[src/rtl/spi_codec_responder_if.sv]
// SPI pins between the codec/daughterboard master and a responder.
// sclk idles low, sen is active low, miso joins the master's OR-tree.
interface spi_codec_responder_if;
    logic sclk;
    logic sen;
    logic mosi;
    logic miso;

    modport master (
        output sclk,
        output sen,
        output mosi,
        input  miso
    );

    modport slave (
        input  sclk,
        input  sen,
        input  mosi,
        output miso
    );
endinterface

[src/rtl/spi_codec_responder.sv]
// SPI responder with a 2**AW x 8 register file; SPI pins are oversampled in clk.
// Define SPI_RESP_AUTOINC_EN to stream bytes with address auto-increment.
module spi_codec_responder #(
    parameter int         AW        = 7,
    parameter logic [7:0] RESET_VAL = 8'h00
) (
    input  logic                  clk,
    input  logic                  reset_n,
    spi_codec_responder_if.slave  spi,
    output logic                  wr_stb,
    output logic [AW-1:0]         wr_addr,
    output logic [7:0]            wr_data,
    output logic                  frame_err,
    input  logic [AW-1:0]         peek_addr,
    output logic [7:0]            peek_data
);
    localparam int DEPTH = 1 << AW;

    typedef enum logic [1:0] {
        IDLE,
        INSTR,
        DATA,
        DRAIN
    } state_t;

    state_t        state;
    state_t        state_nx;
    logic [2:0]    sclk_q;
    logic [2:0]    sen_q;
    logic [1:0]    mosi_q;
    logic [2:0]    bit_cnt;
    logic          rw;
    logic [AW-1:0] addr;
    logic [7:0]    shreg;
    logic [7:0]    shin;
    logic          miso_q;
    logic [7:0]    mem [DEPTH];
    logic          rise;
    logic          fall;
    logic          sen_fall;
    logic          sen_rise;
    logic          byte_end;
`ifdef SPI_RESP_AUTOINC_EN
    logic [AW-1:0] addr_nx;
    assign addr_nx = addr + AW'(1);
`endif

    // [0],[1] synchronise, [2] holds the previous level for edge detect
    always_ff @(posedge clk or negedge reset_n) begin
        if (!reset_n) begin
            sclk_q <= 3'b000;
            sen_q  <= 3'b111;
            mosi_q <= 2'b00;
        end else begin
            sclk_q <= {sclk_q[1:0], spi.sclk};
            sen_q  <= {sen_q[1:0], spi.sen};
            mosi_q <= {mosi_q[0], spi.mosi};
        end
    end

    assign rise     = sclk_q[1] & ~sclk_q[2] & ~sen_q[1];
    assign fall     = ~sclk_q[1] & sclk_q[2] & ~sen_q[1];
    assign sen_fall = ~sen_q[1] & sen_q[2];
    assign sen_rise = sen_q[1] & ~sen_q[2];
    assign byte_end = rise & (bit_cnt == 3'd7);
    assign shin     = {shreg[6:0], mosi_q[1]};
    assign spi.miso = miso_q;

    always_ff @(posedge clk or negedge reset_n) begin
        if (!reset_n) state <= IDLE;
        else          state <= state_nx;
    end

    always_comb begin
        state_nx = state;
        unique case (state)
            IDLE:  if (sen_fall) state_nx = INSTR;
            INSTR: begin
                if (sen_rise)      state_nx = IDLE;
                else if (byte_end) state_nx = DATA;
            end
            DATA: begin
                if (sen_rise) state_nx = IDLE;
`ifndef SPI_RESP_AUTOINC_EN
                else if (byte_end) state_nx = DRAIN;
`endif
            end
            DRAIN:   if (sen_rise) state_nx = IDLE;
            default: state_nx = IDLE;
        endcase
    end

    always_ff @(posedge clk or negedge reset_n) begin
        if (!reset_n) begin
            bit_cnt   <= 3'd0;
            rw        <= 1'b0;
            addr      <= '0;
            shreg     <= 8'h00;
            miso_q    <= 1'b0;
            wr_stb    <= 1'b0;
            wr_addr   <= '0;
            wr_data   <= 8'h00;
            frame_err <= 1'b0;
            peek_data <= 8'h00;
            for (int i = 0; i < DEPTH; i++)
                mem[AW'(i)] <= RESET_VAL;
        end else begin
            wr_stb    <= 1'b0;
            frame_err <= 1'b0;
            peek_data <= mem[peek_addr];
            unique case (state)
                IDLE: begin
                    bit_cnt <= 3'd0;
                    miso_q  <= 1'b0;
                end
                INSTR: begin
                    if (sen_rise) begin
                        frame_err <= (bit_cnt != 3'd0);
                    end else if (rise) begin
                        bit_cnt <= bit_cnt + 3'd1;
                        shreg   <= shin;
                        if (byte_end) begin
                            rw   <= shin[7];
                            addr <= shin[AW-1:0];
                            if (shin[7])
                                shreg <= mem[shin[AW-1:0]];
                        end
                    end
                end
                DATA: begin
                    if (sen_rise) begin
                        frame_err <= (bit_cnt != 3'd0);
                        miso_q    <= 1'b0;
                    end else if (rise) begin
                        bit_cnt <= bit_cnt + 3'd1;
                        if (!rw)
                            shreg <= shin;
                        if (byte_end) begin
                            if (!rw) begin
                                mem[addr] <= shin;
                                wr_stb    <= 1'b1;
                                wr_addr   <= addr;
                                wr_data   <= shin;
                            end
`ifdef SPI_RESP_AUTOINC_EN
                            addr <= addr_nx;
                            if (rw)
                                shreg <= mem[addr_nx];
`else
                            miso_q <= 1'b0;
`endif
                        end
                    end else if (fall && rw) begin
                        // read data leaves on the falling edge, MSB first
                        miso_q <= shreg[7];
                        shreg  <= {shreg[6:0], 1'b0};
                    end
                end
                DRAIN:   miso_q <= 1'b0;
                default: miso_q <= 1'b0;
            endcase
        end
    end
endmodule

[src/flat_wrapper.sv]
// flat-port wrapper written by rule: the top's interface ports become plain ports
module spi_codec_responder_flat 
#(
    parameter int         AW        = 7,
    parameter logic [7:0] RESET_VAL = 8'h00
)
  (clk, reset_n, wr_stb, wr_addr, wr_data, frame_err, peek_addr, peek_data, spi_sclk, spi_sen, spi_mosi, spi_miso);
  spi_codec_responder_if spi_i ();
  input  logic clk;
  input  logic reset_n;
  output logic wr_stb;
  output logic [AW-1:0] wr_addr;
  output logic [7:0] wr_data;
  output logic frame_err;
  input  logic [AW-1:0] peek_addr;
  output logic [7:0] peek_data;
  input wire logic [$bits(spi_i.sclk)-1:0] spi_sclk;
  input wire logic [$bits(spi_i.sen)-1:0] spi_sen;
  input wire logic [$bits(spi_i.mosi)-1:0] spi_mosi;
  output wire logic [$bits(spi_i.miso)-1:0] spi_miso;
  assign spi_i.sclk = spi_sclk;
  assign spi_i.sen = spi_sen;
  assign spi_i.mosi = spi_mosi;
  assign spi_miso = spi_i.miso;
  spi_codec_responder #(.AW(AW), .RESET_VAL(RESET_VAL)) u_core (.clk(clk), .reset_n(reset_n), .spi(spi_i), .wr_stb(wr_stb), .wr_addr(wr_addr), .wr_data(wr_data), .frame_err(frame_err), .peek_addr(peek_addr), .peek_data(peek_data));
endmodule
[config.mk]
export PLATFORM = sky130hd
export DESIGN_NAME = spi_codec_responder_flat
export DESIGN_NICKNAME = d
export VERILOG_FILES = /design/src/rtl/spi_codec_responder_if.sv /design/src/rtl/spi_codec_responder.sv /design/src/flat_wrapper.sv
export SDC_FILE = /design/constraint.sdc
export NUM_CORES = 2
export LEC_CHECK = 0
export CAP_MARGIN = 15
export CORE_MARGIN = 3
export CORE_UTILIZATION = 40
export CTS_BUF_LIST = sky130_fd_sc_hd__clkbuf_8
export CTS_CLUSTER_SIZE = 25
export DETAILED_ROUTE_END_ITERATION = 10
export PLACE_DENSITY = 0.62
export SLEW_MARGIN = 20
export SYNTH_ARGS = -nofsm -noshare
export SYNTH_HDL_FRONTEND = slang
export SYNTH_SLANG_ARGS = --single-unit
[constraint.sdc]
create_clock -name clk -period 5 [get_ports clk]
set_clock_uncertainty 0.2 [all_clocks]
set_input_delay 1.25 -clock clk [delete_from_list [all_inputs] [get_ports clk]]
set_output_delay 1.25 -clock clk [all_outputs]
set_load 0.01 [all_outputs]
After elaboration in Yosys (flattened, before gate mapping):

Cells that the tools add are included.

* output and inout bits: 26
* register bits after elaboration: 1079
* logic and storage cells: 236
* input port bits: 12

* add/subtract/negate cells: 1
* $lt $le $gt $ge: 4
* mux-type cells: 40
* bitwise gates (word level): 16
* reduce and logical (&&, ||, !) cells: 16
* eq/ne operators: 17

Operators with widths (number)
* $bwmux W1024: 1
* $bmux W8 S7: 2
* $mux W8: 13
* $demux W8 S7: 1
* $ge A8 B8 Y1 const B: 3
* $not A7 Y8: 3
* $pmux W8 S2: 1
* $mux W2: 6
* $reduce_and A6 Y1: 2
* $mux W1: 11
* $ne A3 B1 Y1 const B: 3
* $lt A8 B1 Y1 const B: 1
* $ne A2 B1 Y1 const B: 4
* $pmux W2 S4: 1
* $reduce_and A4 Y1: 2
* $and A1 B1 Y1: 7
* $mux W3: 2
* $ne A2 B2 Y1 const B: 3
* $not A1 Y1: 6
* $pmux W3 S2: 1
* $reduce_and A3 Y1: 2
* $reduce_bool A2 Y1: 3
* $reduce_and A5 Y1: 1
* $eq A2 B2 Y1 const B: 2
* other kinds (11): 13

Longest topological paths before layout:

* word-level depth: 9
* depth in mapped cells: 11
* mapped depth without buffers: 8

Least setup slack after synthesis:

OpenSTA, ideal clock, no wires.

* path kind: input to register
* from: input port peek_addr[0]
* to: register u_core.peek_data[0]
* path buffers: 4
* arrival: 3.494 ns
* required time: 4.681 ns
* stages on the path: 9
* library setup time: 0.119 ns
* path slack: 1.187 ns
* path through: clkbuf_1 -> buf_6 -> buf_2 -> buf_2 -> mux4_2 -> mux4_2 -> mux2i_1 -> a22oi_1 -> o21a_1

* longest elaborated chain between the ends: 4

RTL lines
* start, declared: RTL line flat_wrapper.sv:15 `input logic [AW-1:0] peek_addr;`
* $not A7 Y8 (implied by the code): RTL line spi_codec_responder.sv:110 `peek_data <= mem[peek_addr];`
* $bmux W8 S7: RTL line spi_codec_responder.sv:110
* $mux W8 (implied by the code) (2 in series): RTL line spi_codec_responder.sv:110
* end signal, assigned: RTL line spi_codec_responder.sv:110
* end, declared: RTL line spi_codec_responder.sv:15 `output logic [7:0] peek_data`

Every way passes these cells. The select of a mux whose other input is x is not followed.
A chain may end at the register's enable or synchronous reset.

Worst setup path after layout:

* from: register u_core.mosi_q[1]
* to: register u_core.shreg[6]

* longest elaborated chain between the ends: 9

RTL lines
* start, declared: RTL line spi_codec_responder.sv:30 `logic [1:0] mosi_q;`
* start signal, assigned: RTL line spi_codec_responder.sv:57 `mosi_q <= {mosi_q[0], spi.mosi};`
* $not A7 Y8 (implied by the code): RTL line spi_codec_responder.sv:126 `shreg <= mem[shin[AW-1:0]];`
* $bmux W8 S7: RTL line spi_codec_responder.sv:126
* $mux W8 (implied by the code) (2 in series): RTL line spi_codec_responder.sv:126
* $mux W8: RTL line spi_codec_responder.sv:125 `if (shin[7])`
* $mux W8: RTL line spi_codec_responder.sv:122 `if (byte_end) begin`
* $mux W8: RTL line spi_codec_responder.sv:119 `end else if (rise) begin`
* $mux W8: RTL line spi_codec_responder.sv:117 `if (sen_rise) begin`
* $pmux W8 S2: RTL line spi_codec_responder.sv:111 `unique case (state)`
* end signal, assigned: RTL line spi_codec_responder.sv:121 `shreg <= shin;`
* end signal, assigned: RTL line spi_codec_responder.sv:126
* end signal, assigned: RTL line spi_codec_responder.sv:137 `shreg <= shin;`
* end, declared: RTL line spi_codec_responder.sv:34 `logic [7:0] shreg;`

Every way passes these cells. The select of a mux whose other input is x is not followed.

==> results.cfg <==
[sta]
fin_setup_tns_ps = 0
slew_headroom_pct = 29.2
final_hold_viol_count = 0
setup_viol = 0
whs_ps = 154
tightest_slew_ps = 1060
rsz0062_at_grt = false
finalCriticalPeriod_ps = 3950
fin_ws_ps = 1050
finalCritPeriodShare_pct = 79.1
slew_violations = 0
max_freq_mhz = 253

[worst_setup_path]
r2r-start = u_core.mosi_q[1]$_DFF_PN0_
cp_data_required_time_ps = 5530
crit_chain = buf_12, buf_4, nor2b_1, a22oi_1, and4_1, a2111oi_0, nor3_1
reg2reg_slack_ps = 1050
crit_path_end = u_core.shreg[6]$_DFFE_PN0P_
cp.arrival_ps = 4480
r2r_cells = 7
startpoint = u_core.mosi_q[1]$_DFF_PN0_
path_max_fanout = 34
r2r-end = u_core.shreg[6]$_DFFE_PN0P_
crit_type = flip-flop to flip-flop
cpPeakStageDelay_ps = 980
critPathLaunchType = flip-flop
crit_path_end_kind = flip-flop
crit_slowest_cell = dfrtp_4

[final_layout]
fillers = 11508
multiInputGateArea_sq_um = 22700
regArea_sq_um = 29600
drive_gt1_share_pct = 43.2
finalNetCount = 3389
layout_common_cells = mux4_2 (586), dfrtp_1 (556), edfxtp_1 (512)
syn2layout_area_growth_pct = 12.7
final_common_cell = mux4_2
design_area_sq_um = 60500

[clock_network]
cts_tree = done
htree_num_levels = 4
path_clk_slew_ps = 60
cts_buffer_depth = 3
hold_buffers = 1
cts_buffers = 183
insertion_delay_ps = 890
postCtsSetupRepairBufs = 0
clock_sinks = 1079
cts.repair.resized = 0
root_buffer = clkbuf_8

[routing]
post-route-drc-count = 0
routed_wl_um = 166000
vias_per_cell = 6.20
drt_iter0_markers = 3478
first_pass_iters = 5
drtAntennaViolNets = 0
via_count = 32678
wl_per_cell_um = 31.4

[run]
cap_viol_max_count = 0

[placed_design]
post-place-ws_ps = 720
place.gp.congestion = 0.953
hpwl_um = 110000
port_buffers = 37
postPlaceCellArea_sq_um = 56900

[power_and_ir_drop]
irDropWorstVdd_v = 0.000478
power_leakage_nw = 23.3
powerDensity_nw_per_um2 = 348

[synthesis]
synth-seq-area-share_pct = 55.1
synth_async_sr_flop_share_pct = 52.5
ys.flop_type = dfrtp_1
synth-edff-count = 512
yosysUniqueCellTypes = 69
synth_fp_nets = 3239
netlist_area_sq_um = 53600
syn_inst = 3219
ys.warnings.count = 0
syn_area_per_cell_sq_um = 16.7
postSynthRegisterBits = 1079

[die]
initial_core_util_pct = 40.5
std_cell_rows = 133
dieArea_sq_um = 138000
die_w_um = 372
pin_count = 38
coreArea_sq_um = 132000
die_h_um = 372

[grt]
grt_pass1_vias = 33100
antenna_found_initial = 3
grt_pass1_wl_um = 242000
grt_overflow = 0
grt_usage_pct = 24.3
grt_max_degree = 153

[run_status]
status = finished clean

[worst_hold_path]
min_path_type = flip-flop to flip-flop
## how the worst min path moves through the flow
| stage | from | endpoint | slack, ps | cells past startpoint |
|---|---|---|---|---|
| final | u_core.mosi_q[0]$_DFF_PN0_ | u_core.mosi_q[1]$_DFF_PN0_ | 150 | 0 |
| after global routing | u_core.mosi_q[0]$_DFF_PN0_ | u_core.mosi_q[1]$_DFF_PN0_ | 160 | 0 |
| after CTS | u_core.mosi_q[0]$_DFF_PN0_ | u_core.mosi_q[1]$_DFF_PN0_ | 160 | 0 |
| after detailed placement | u_core.mosi_q[0]$_DFF_PN0_ | u_core.mosi_q[1]$_DFF_PN0_ | 150 | 0 |
| after global placement | u_core.mosi_q[0]$_DFF_PN0_ | u_core.mosi_q[1]$_DFF_PN0_ | 130 | 0 |
| after floorplan | u_core.mosi_q[0]$_DFF_PN0_ | u_core.mosi_q[1]$_DFF_PN0_ | 130 | 0 |
## sequential cells by signal, indices dropped and copies added (netlist names), 7 cells and up
register and cells:
u_core.wr_data 8, u_core.addr 7, u_core.wr_addr 7, u_core.peek_data 8
u_core.shreg 8, u_core.mem 1024
## logic make-up after synthesis
kind of cell | count (synthesis) | share of synthesized area (%)
DFF | 1079 | 55.1
muxes | 1075 | 34.7
and+or+nand+nor | 458 | 3.98
AOI/OAI and AO/OA | 300 | 3.46
buffers and inverters | 299 | 2.53
adders and majority gates | 8 | 0.187
## power by group
group	switching, mW	leakage (nW)	internal [mW]
clock network	3.70	2.05	4.08
logic	2.22	8.71	0.993
registers	0.328	12.6	9.74
## worst max-delay path, delay by kind of cell, from the launching register on
family                 cells  cell delay (ps)
buffers and inverters      2              610
DFF                        1              980
and+or+nand+nor            3             1110
AOI/OAI and AO/OA          2              890
## metrics by stage
step	power [mW]	cells	util (%)
2_1_floorplan	11.9	3219	-
3_3_place_gp	13.4	4938	43.0
3_5_place_dp	13.4	4938	43.0
4_1_cts	21.2	5265	45.7
5_1_grt	21.8	5266	45.7
6_report	21.1	5267	45.7
## area by class of cell
type / count / area share [%]
flip-flops and latches: 1079 / 49.0
multi-input cells: 1841 / 37.6
clock buffers: 214 / 4.87
repair buffers: 249 / 3.86
well taps: 1755 / 3.63
clock inverters: 112 / 0.985
inverters: 15 / 0.0952
diodes: 2 / 0.00828
## cell usage after synthesis (8+ instances only)
cell      count  area share, %
a21oi_1      21           0.20
a22oi_1      31           0.43
a31oi_1       9           0.10
buf_1        25           0.17
buf_2        74           0.69
buf_4        30           0.42
clkbuf_1    151            1.1
dfrtp_1     564             26
edfxtp_1    512             29
ha_1          8           0.19
inv_1        14          0.098
mux2_2      414            8.7
mux2i_1      75            1.4
mux4_2      586             25
nand2_1     244            1.7
nand2_2       8          0.093
nand3_1      23           0.21
nor2_1       89           0.62
nor2_2       15           0.17
nor2b_1      17           0.20
nor3_1        8          0.075
o21a_1        9           0.13
o21ai_0     156            1.5
o22ai_1      11           0.13
## per-layer routing
layer / vias up / GRT usage (%) / part of all wire (%)
li1: 13228 / - / -
met1: 17518 / 33.7 / 41
met2: 1608 / 36.5 / 46
met3: 322 / 6.81 / 9.8
met4: 2 / 9.22 / 3.8
met5: - / 0 / 0.0060
No activity file was read; power rests on OpenSTA's default activity.
